### src/rtl/lru_pkg.sv
// Shared sizing defaults and controller state encoding for the per-set LRU
// replacement controller and its helpers.
package lru_pkg;

  localparam int LRU_WAYS = 8;
  localparam int LRU_CW   = 3;

  typedef enum logic [2:0] {
    ST_INIT   = 3'd0,
    ST_IDLE   = 3'd1,
    ST_FLUSH  = 3'd2,
    ST_UPDATE = 3'd3,
    ST_RESP   = 3'd4
  } lru_state_e;

endpackage

### src/rtl/lru_victim_find.sv
// Combinational lowest-index zero finder over the packed counter bank.
// When no counter is zero, idx falls back to way 0 and found is low.
module lru_victim_find
  import lru_pkg::*;
#(
  parameter int WAYS = LRU_WAYS,
  parameter int CW   = LRU_CW
) (
  input  logic [WAYS*CW-1:0] cnt,
  output logic               found,
  output logic [CW-1:0]      idx
);

  logic [WAYS-1:0] zero_s;

  // Flag each way whose counter is zero.
  always_comb begin
    zero_s = {WAYS{1'b0}};
    for (int j = 0; j < WAYS; j++) begin
      zero_s[j] = ~|cnt[j*CW +: CW];
    end
  end

  // Scan from the top so the lowest-index zero way wins.
  always_comb begin
    idx   = {CW{1'b0}};
    found = |zero_s;
    for (int j = WAYS - 1; j >= 0; j--) begin
      idx = zero_s[j] ? CW'(j) : idx;
    end
  end

endmodule

### src/rtl/lru_replace_ctrl.sv
// Per-set LRU controller: picks the hit way or miss victim and drives the
// load/decrement/reset strobes of the negedge line-counter bank.
module lru_replace_ctrl
  import lru_pkg::*;
#(
  parameter int WAYS = LRU_WAYS,
  parameter int CW   = LRU_CW,
  parameter int MRU  = WAYS - 1
) (
  input  logic               clk,
  input  logic               reset_n,
  input  logic               flush,
  input  logic               req_valid,
  output logic               req_ready,
  input  logic               req_hit,
  input  logic [CW-1:0]      req_way,
  output logic               rsp_valid,
  input  logic               rsp_ready,
  output logic [CW-1:0]      rsp_way,
  input  logic [WAYS*CW-1:0] cnt_in,
  output logic               cnt_enable,
  output logic               cnt_reset,
  output logic [WAYS-1:0]    cnt_load,
  output logic [CW-1:0]      cnt_load_value,
  output logic [WAYS-1:0]    cnt_decrement
);

  localparam logic [CW-1:0] MRU_V = CW'(MRU);

  lru_state_e        state_r;
  lru_state_e        state_s;
  logic [CW-1:0]     way_r;
  logic [CW-1:0]     way_s;

  logic [CW-1:0]     cnt_s [WAYS];
  logic              victim_found_s;
  logic [CW-1:0]     victim_idx_s;
  logic [CW-1:0]     sel_way_s;
  logic [CW-1:0]     sel_val_s;
  logic [WAYS-1:0]   load_mask_s;
  logic [WAYS-1:0]   dec_mask_s;

  logic              req_ready_s;
  logic              rsp_valid_s;
  logic [CW-1:0]     rsp_way_s;
  logic              cnt_enable_s;
  logic              cnt_reset_s;
  logic [WAYS-1:0]   cnt_load_s;
  logic [CW-1:0]     cnt_load_value_s;
  logic [WAYS-1:0]   cnt_decrement_s;

  lru_victim_find #(
    .WAYS (WAYS),
    .CW   (CW)
  ) u_victim (
    .cnt   (cnt_in),
    .found (victim_found_s),
    .idx   (victim_idx_s)
  );

  // Unpack the counter bank into per-way values.
  always_comb begin
    for (int j = 0; j < WAYS; j++) begin
      cnt_s[j] = cnt_in[j*CW +: CW];
    end
  end

  // Accessed way and the masks that keep the nonzero counters distinct.
  always_comb begin
    sel_way_s   = req_hit ? req_way : (victim_found_s ? victim_idx_s : {CW{1'b0}});
    sel_val_s   = cnt_s[sel_way_s];
    load_mask_s = {{(WAYS-1){1'b0}}, 1'b1} << sel_way_s;
    dec_mask_s  = {WAYS{1'b0}};
    for (int j = 0; j < WAYS; j++) begin
      dec_mask_s[j] = (CW'(j) != sel_way_s) && (cnt_s[j] > sel_val_s);
    end
  end

  // Next state plus the output values for the cycle spent in that state.
  always_comb begin
    state_s          = state_r;
    way_s            = way_r;
    req_ready_s      = 1'b0;
    rsp_valid_s      = 1'b0;
    rsp_way_s        = rsp_way;
    cnt_enable_s     = 1'b0;
    cnt_reset_s      = 1'b0;
    cnt_load_s       = {WAYS{1'b0}};
    cnt_load_value_s = {CW{1'b0}};
    cnt_decrement_s  = {WAYS{1'b0}};
    case (state_r)
      ST_INIT: begin
        // Hold INIT for one visible clear pulse, then open for requests.
        if (cnt_reset) begin
          state_s     = ST_IDLE;
          req_ready_s = 1'b1;
        end else begin
          cnt_enable_s = 1'b1;
          cnt_reset_s  = 1'b1;
        end
      end
      ST_IDLE: begin
        if (flush) begin
          state_s      = ST_FLUSH;
          cnt_enable_s = 1'b1;
          cnt_reset_s  = 1'b1;
        end else if (req_valid) begin
          state_s          = ST_UPDATE;
          way_s            = sel_way_s;
          cnt_enable_s     = 1'b1;
          cnt_load_s       = load_mask_s;
          cnt_load_value_s = MRU_V;
          cnt_decrement_s  = dec_mask_s;
        end else begin
          req_ready_s = 1'b1;
        end
      end
      ST_FLUSH: begin
        state_s     = ST_IDLE;
        req_ready_s = 1'b1;
      end
      ST_UPDATE: begin
        state_s     = ST_RESP;
        rsp_valid_s = 1'b1;
        rsp_way_s   = way_r;
      end
      ST_RESP: begin
        if (rsp_ready) begin
          state_s     = ST_IDLE;
          req_ready_s = 1'b1;
        end else begin
          rsp_valid_s = 1'b1;
        end
      end
      default: begin
        state_s = ST_INIT;
      end
    endcase
  end

  // State and latched way register.
  always_ff @(posedge clk or negedge reset_n) begin
    if (!reset_n) begin
      state_r <= ST_INIT;
      way_r   <= {CW{1'b0}};
    end else begin
      state_r <= state_s;
      way_r   <= way_s;
    end
  end

  // Registered outputs, settled before the counter bank's negedge update.
  always_ff @(posedge clk or negedge reset_n) begin
    if (!reset_n) begin
      req_ready      <= 1'b0;
      rsp_valid      <= 1'b0;
      rsp_way        <= {CW{1'b0}};
      cnt_enable     <= 1'b0;
      cnt_reset      <= 1'b0;
      cnt_load       <= {WAYS{1'b0}};
      cnt_load_value <= {CW{1'b0}};
      cnt_decrement  <= {WAYS{1'b0}};
    end else begin
      req_ready      <= req_ready_s;
      rsp_valid      <= rsp_valid_s;
      rsp_way        <= rsp_way_s;
      cnt_enable     <= cnt_enable_s;
      cnt_reset      <= cnt_reset_s;
      cnt_load       <= cnt_load_s;
      cnt_load_value <= cnt_load_value_s;
      cnt_decrement  <= cnt_decrement_s;
    end
  end

endmodule
### config.mk
export PLATFORM = sky130hd
export DESIGN_NAME = lru_replace_ctrl
export DESIGN_NICKNAME = d
export VERILOG_FILES = /design/src/rtl/lru_pkg.sv /design/src/rtl/lru_victim_find.sv /design/src/rtl/lru_replace_ctrl.sv
export SDC_FILE = /design/constraint.sdc
export NUM_CORES = 1
export LEC_CHECK = 0
export ABC_AREA = 1
export BUFFER_PORTS_ARGS = -buffer_cell sky130_fd_sc_hd__buf_2
export CORE_MARGIN = 10
export CORE_UTILIZATION = 36
export DETAILED_ROUTE_END_ITERATION = 8
export PLACE_DENSITY = 0.69
export SYNTH_ARGS = -nofsm -noshare
export SYNTH_HDL_FRONTEND = slang
export SYNTH_HIERARCHICAL = 1
export SYNTH_SLANG_ARGS = --single-unit
### constraint.sdc
create_clock -name clk -period 1.25 [get_ports clk]
set_input_delay 0.1875 -clock clk [delete_from_list [all_inputs] [get_ports clk]]
set_output_delay 0.1875 -clock clk [all_outputs]
set_load 0.01 [all_outputs]
==> impl_results.md, run 1 <==
* Status: finished with violations
* Failing checks: negative setup slack
* DR DRC count at 0
* Pre-antenna DRT Iters at 4
* Place WS at -1548 ps
* Register area share after synthesis at 0.3148
* Total global-route track usage at 0.1606
* Flops & latches, synth at 30
* Final period utilization at 1.983
* Share of layout cells above drive strength 1 at 0.5696
* Power Dens Cells at 1152 mW/mm²
* Post-layout util at 0.6536
* Syn Nets at 367
* Slew Viols, Final at 0
* Type of origin of the critical path: input port
* Antenna viol nets, final at 0
* Synthesis Warnings at 6
* H-tree level count at 2
* RSZ-0062 raised after global routing: true
* Worst Hold Path EP: state_r[1]$_DFFE_PN0P_
* # clock sinks at 30
* Most common cell in the netlist: nand2_1
* Root Driver: clkbuf_8
* Placement Rows at 29
* Initial core utilization at 0.3734
* Fraction of registers with async set/reset at 1.000
* Area growth from synthesis to layout at 75.03%
* Tmin final at 2479 ps
* Netlist cell types at 34
* Setup violators final at 19
* Die ar. at 0.01028 mm²
* Primary FF master, synth: dfrtp_1
* Max frequency at 403.4 MHz
* Hold Startpoint: flush
* Required time of the critical path at 1470 ps
* VDD IR-drop max at 1.061 mV
* Clk Latency, worst-skew pair at 290 ps
* Max-slew headroom at 0.7369
* NumNets Final at 529
* Top cell type's share of synthesized area at 0.3148
* Mean area per synthesized cell at 7.499 µm²
* Worst R2R End: cnt_decrement[5]$_DFF_PN0_
* Final hold vios at 0
* CTS tree: yes
* Hold Crit Class: input port to flop
* Layout Skew at 9.032 ps
* R2R depth at 7
* Die height at 101.4 µm
* Largest net degree at the start of global routing at 31
* Number of flops mapped to enable cells by yosys at 0
* Clk slew on worst S/H paths at 60 ps
* Initial antenna violation count at 0
* Clock share of power at 0.170
* Sequential power share at 0.276
* Pint at 0.002880 W
* Area contributors post-synth: dfrtp_1, nand2_1, ha_1
* Vias per inst at 5.091
* Cts bufs inserted at 5
* Port buffer count at 58
* Flop2flop setup slack at -160 ps
* Sw Ratio at 0.4013
* Psw at 0.001930 W
* Max Cap Viol at 0
* Die width at 101.4 µm
* Actual slew at the worst max-slew pin at 394.6 ps
* WHS at 179.9 ps
* N_diodes at 0
* Synthesized area at 0.002385 mm²
* Io pins at 59
* Via Count at 2,841
* First-pass GRT wire length at 13.44 mm
* Critical Path Fanout Max at 6
* Worst r2r src: state_r[2]$_DFFE_PN0P_
* CP Capture Type: flop
* Critical path class: input port to flop
* Commonest cells post-synth: nand2_1, inv_1, nor2_1, nand3_1, dfrtp_1
* Area leader, netlist: dfrtp_1
* Core footprint at 0.006386 mm²
* Worst EP arrival at 2690 ps
* Bufs on Longest Clock Path at 2
* Synth Instances at 318
* Setup WS post-layout at -1229 ps
* Vias in the first global route at 2,905
* WL/cell at 16.03 µm
* Post-Route WL at 8.943 mm
* Combinational Power Share at 0.554
* GRT overflow at 0
* Initial drt markers at 186
* Hold Path Depth at 3
* RePlAce Congestion at 0.8808
* Post-DP HPWL at 6.114 mm
* Leakage at 2.206 nW
[per-stage QoR]
step	area [µm²]	cells	power, W	setup TNS, ps
CTS	3886	548	0.004490	-13810
global route	4174	558	0.005157	-18070
floorplan	2441	318	0.002549	-11900
global placement	3341	521	0.003285	-18860
finish	4174	558	0.004810	-15920
detailed placement	3341	521	0.003366	-19460
[routing by layer]
| layer | track usage | up-vias | wire length (µm) |
|---|---|---|---|
| met5 | 0 | - | 0 |
| met4 | 0.05895 | 0 | 153 |
| met3 | 0.03131 | 12 | 554 |
| met2 | 0.2949 | 74 | 4807 |
| met1 | 0.1777 | 1381 | 3427 |
| li1 | - | 1374 | - |
[critical path, cell delays in order]
cell and delay (ps):
buf_8 100, or3_4 400, nand2_4 70, inv_2 40, nand4_1 150, nand2_2 110
o21ai_4 150, buf_12 150, nor2_4 50, inv_2 60, o22ai_1 80, o21ai_2 210
nand2_4 110, buf_12 160, ha_4 280, inv_2 30, o21bai_1 170, nor2_1 60
nor2_1 100
[state kept, by name (all words and copies together) (netlist names)]
register        count
rsp_way             3
rsp_valid           1
cnt_enable          1
cnt_load_value      1
cnt_reset           1
cnt_decrement       8
way_r               3
state_r             3
cnt_load            8
req_ready           1
[what timing repair did]
item	CTS	global route
pin swaps	30	6
gates cloned	0	1
resized for setup	71	50
endpoints found under the hold margin	30	0
hold buffers	1	0
setup endpoints to repair	20	23
buffers inserted	20	10
[area by class of cell]
cell class / count / area [µm²]
repair inverters: 1 / 5.005
inverters: 52 / 207.7
fillers: 524 / 2212
clock inverters: 1 / 5.005
well taps: 77 / 96.34
flip-flops and latches: 30 / 750.7
clock buffers: 7 / 86.33
multi-input cells: 231 / 1803
repair buffers: 159 / 1220
[cells in the final DEF, fill, tap and decap left out, types with 4 or more instances in the layout]
cell type | netlist | routed
nand3_2 | 15 | 19
nand2_1 | 57 | 40
inv_2 | 1 | 10
inv_1 | 48 | 37
nor2_1 | 44 | 26
nand4_1 | 9 | 9
ha_1 | 16 | 8
nand2_4 | 4 | 12
nand2_2 | 6 | 13
buf_2 | 1 | 50
clkbuf_8 | 0 | 6
dfrtp_1 | 30 | 30
o21ai_2 | 0 | 5
nand3_1 | 34 | 29
nor2_2 | 0 | 9
o22ai_1 | 5 | 4
buf_6 | 1 | 27
o21bai_1 | 8 | 8
buf_4 | 2 | 76
nor2_4 | 0 | 9
o21ai_0 | 12 | 5
ha_4 | 0 | 8
[power by group through the flow]
stage / Combinational, W / Clock [W] / Sequential (W)
final: 0.00266 / 0.000818 / 0.00133
after floorplan: 0.00114 / 0 / 0.00141
after detailed placement: 0.00203 / 0 / 0.00133
after CTS: 0.00234 / 0.000832 / 0.00131
after global placement: 0.00196 / 0 / 0.00132
after global routing: 0.00292 / 0.000879 / 0.00136
[worst max path at each step]
stage | start | end | slack, ps | cells past startpoint
6_report | cnt_in[11] | cnt_decrement[7]$_DFF_PN0_ | -1230 | 19
3_3_place_gp | cnt_in[11] | cnt_decrement[3]$_DFF_PN0_ | -1500 | 16
4_1_cts | cnt_in[11] | cnt_decrement[3]$_DFF_PN0_ | -1120 | 18
5_1_grt | cnt_in[22] | cnt_decrement[5]$_DFF_PN0_ | -1350 | 23
2_1_floorplan | cnt_in[11] | cnt_decrement[1]$_DFF_PN0_ | -1150 | 14
3_5_place_dp | cnt_in[11] | cnt_decrement[2]$_DFF_PN0_ | -1550 | 16
[logic make-up (layout without fill, tap and decap cells)]
kind of cell / Yosys count / count (layout) / synth area share
AOI/OAI and AO/OA: 34 / 34 / 0.09917
adders and majority gates: 16 / 16 / 0.08394
buffers and inverters: 57 / 220 / 0.09968
DFF: 30 / 30 / 0.3148
muxes: 2 / 2 / 0.009443
and+or+nand+nor: 179 / 179 / 0.3930
Power figures use the tool's default switching activity.
==> run 2, diff against run 1 <==
GPL_ROUTABILITY_DRIVEN = 0   (was not set)
PLACE_DENSITY = 0.57   (was 0.69)
==> run 2 against run 1 <==
  * The flow still finishes with violations (negative setup slack)
  * Count of clock-buffer cells in the layout did not move
  * Combinational power shrank 3%
  * Wire length down 13%
  * Total power shrank 2.7%
  * Sequential power down 3%
  * Die area stayed put
  * Flip-flop and latch count stayed put
  * Worst hold slack better by 2.6 ps
  * Clock skew is 4.2 ps lower
  * Via count down 6.2%
  * Fmax is 2.8% higher
  * Critical path type unchanged
  * Highest routed layer unchanged
==> impl_results.md, run 2 (synthesis results as in run 1) <==
* Cts bufs inserted at 5
* CTS tree: yes
* Place WS at -1520 ps
* Placement Rows at 29
* GRT overflow at 0
* Commonest non-fill, non-tap cells in the layout: buf_4, buf_2, inv_1
* Crit path max-delay cell type: or3_4
* Top Registers: cnt_decrement: 8 flops, cnt_load: 8 flops
* Antenna viol nets, final at 0
* Die width at 101.4 µm
* Actual slew at the worst max-slew pin at 384.3 ps
* Post-DP HPWL at 6.054 mm
* Clock share of power at 0.172
* RSZ-0062 raised after global routing: true
* Max-slew headroom at 0.7438
* Power Dens Cells at 1169 mW/mm²
* # clock sinks at 30
* Tmin final at 2412 ps
* Status: finished with violations
* DR DRC count at 0
* Pre-antenna DRT Iters at 4
* Root Driver: clkbuf_8
* H-tree level count at 2
* Die ar. at 0.01028 mm²
* Pint at 0.002874 W
* Max frequency at 414.6 MHz
* WL/cell at 14.17 µm
* Slew Viols, Final at 0
* Setup WS post-layout at -1162 ps
* Type of origin of the critical path: input port
* Initial antenna violation count at 0
* Die height at 101.4 µm
* N_diodes at 0
* Leakage at 2.182 nW
* Final hold vios at 0
* CP Capture Type: flop
* Clk slew on worst S/H paths at 70 ps
* Required time of the critical path at 1460 ps
* Via Count at 2,666
* Core footprint at 0.006386 mm²
* Total global-route track usage at 0.1431
* Cell Chain, Critical Path: buf_6 -> or3_4 -> nand2_2 -> inv_2 -> nand4_1 -> nand2_2 -> o21ai_4 -> buf_12 -> nor2_4 -> inv_2 -> o22ai_2 -> o21ai_2 -> nand2_4 -> ha_1 -> inv_1 -> o21bai_1 -> nor2_1 -> nor2_1
* Worst path bufs/invs at 5
* Placed Area at 0.003406 mm²
* Cell area after layout at 0.004005 mm²
* Cell family with most CP delay: simple AND/OR/NAND/NOR gates
* Sequential power share at 0.276
* Hold Crit Class: input port to flop
* Psw at 0.001806 W
* Initial core utilization at 0.3734
* Initial drt markers at 130
* Commonest non-fill, non-tap cell in the layout: buf_4
* First-pass GRT wire length at 12.01 mm
* Bufs on Longest Clock Path at 2
* Combinational Power Share at 0.552
* Layout Skew at 4.869 ps
* Sw Ratio at 0.3859
* Vias in the first global route at 2,634
* Failing checks: negative setup slack
* Max Cap Viol at 0
* Area growth from synthesis to layout at 67.94%
* Io pins at 59
* Worst EP arrival at 2620 ps
* Vias per inst at 4.838
* NumNets Final at 522
* Post-Route WL at 7.808 mm
* VDD IR-drop max at 0.8632 mV
* Critical path class: input port to flop
* Largest net degree at the start of global routing at 31
* Port buffer count at 58
* Share of layout cells above drive strength 1 at 0.5549
* Final period utilization at 1.930
* CP peak stage delay at 380 ps
* Critical Path Fanout Max at 8
* Clk Latency, worst-skew pair at 280 ps
* Setup violators final at 19
* Post-layout util at 0.6272
* Setup TNS Final at -12,440 ps
run 2: cell count changes in the layout (fill, tap and decap cells not counted), moves of 3 or more:
cell,change
buf_2,+5
buf_6,-8
ha_1,+3
ha_4,-3
inv_1,+4
nor2_2,+4
nor2_4,-5
run 2: repair_timing:
action | 4_1_cts | 5_1_grt
resized for setup | 58 | 39
pin swaps | 7 | 12
setup endpoints to repair | 19 | 22
hold buffers | 1 | 0
buffers inserted | 9 | 8
endpoints found under the hold margin | 30 | 0
run 2: layer usage:
metal | vias to the layer above | global-route usage | wire [µm]
met2 | 78 | 0.2476 | 3886
met5 | - | 0 | 0
li1 | 1354 | - | -
met4 | 0 | 0.05895 | 214
met3 | 13 | 0.02451 | 504
met1 | 1221 | 0.1707 | 3202
run 2: metrics by stage:
step	hold WS [ps]	cells	power, W
3_5_place_dp	224.9	528	0.003483
6_report	182.5	551	0.004681
3_3_place_gp	220.4	528	0.003431
2_1_floorplan	-108.1	318	0.002549
4_1_cts	180.8	544	0.004522
5_1_grt	206.2	551	0.005044
run 2: final cells by class:
cell class	count	area (µm²)
clock inverters	1	5.005
inverters	52	202.7
well taps	77	96.34
repair buffers	153	1130
multi-input cells	231	1734
fillers	549	2381
clock buffers	7	86.33
flip-flops and latches	30	750.7
run 2: power by group through the flow:
stage	Clock, W	Combinational, W	Sequential (W)
floorplan	0	0.00114	0.00141
detailed placement	0	0.00217	0.00131
finish	0.000806	0.00258	0.00129
global placement	0	0.00212	0.00131
CTS	0.000832	0.00240	0.00129
global route	0.000856	0.00287	0.00132
run 2: worst paths after layout:
path / from / end / slack, ps / cells after the start
min in group asynchronous: reset_n / cnt_decrement[6]$_DFF_PN0_ / 450 / 3
min reg2reg: rsp_way[2]$_DFFE_PN0P_ / rsp_way[2]$_DFFE_PN0P_ / 490 / 2
min: flush / state_r[1]$_DFFE_PN0P_ / 180 / 3
max in group asynchronous: reset_n / cnt_load_value[1]$_DFF_PN0_ / 520 / 3
max: cnt_in[11] / cnt_decrement[5]$_DFF_PN0_ / -1160 / 18
max reg2reg: state_r[1]$_DFFE_PN0P_ / cnt_decrement[7]$_DFF_PN0_ / -60 / 8
run 2: worst register-to-register path, cell delays in order (launching register included):
cell     delay [ps]
dfrtp_1         390
nor3_2          210
nand3_1         120
inv_1           110
buf_4           130
o21ai_0         100
inv_1            70
nand2_1          50
nor2_1           90
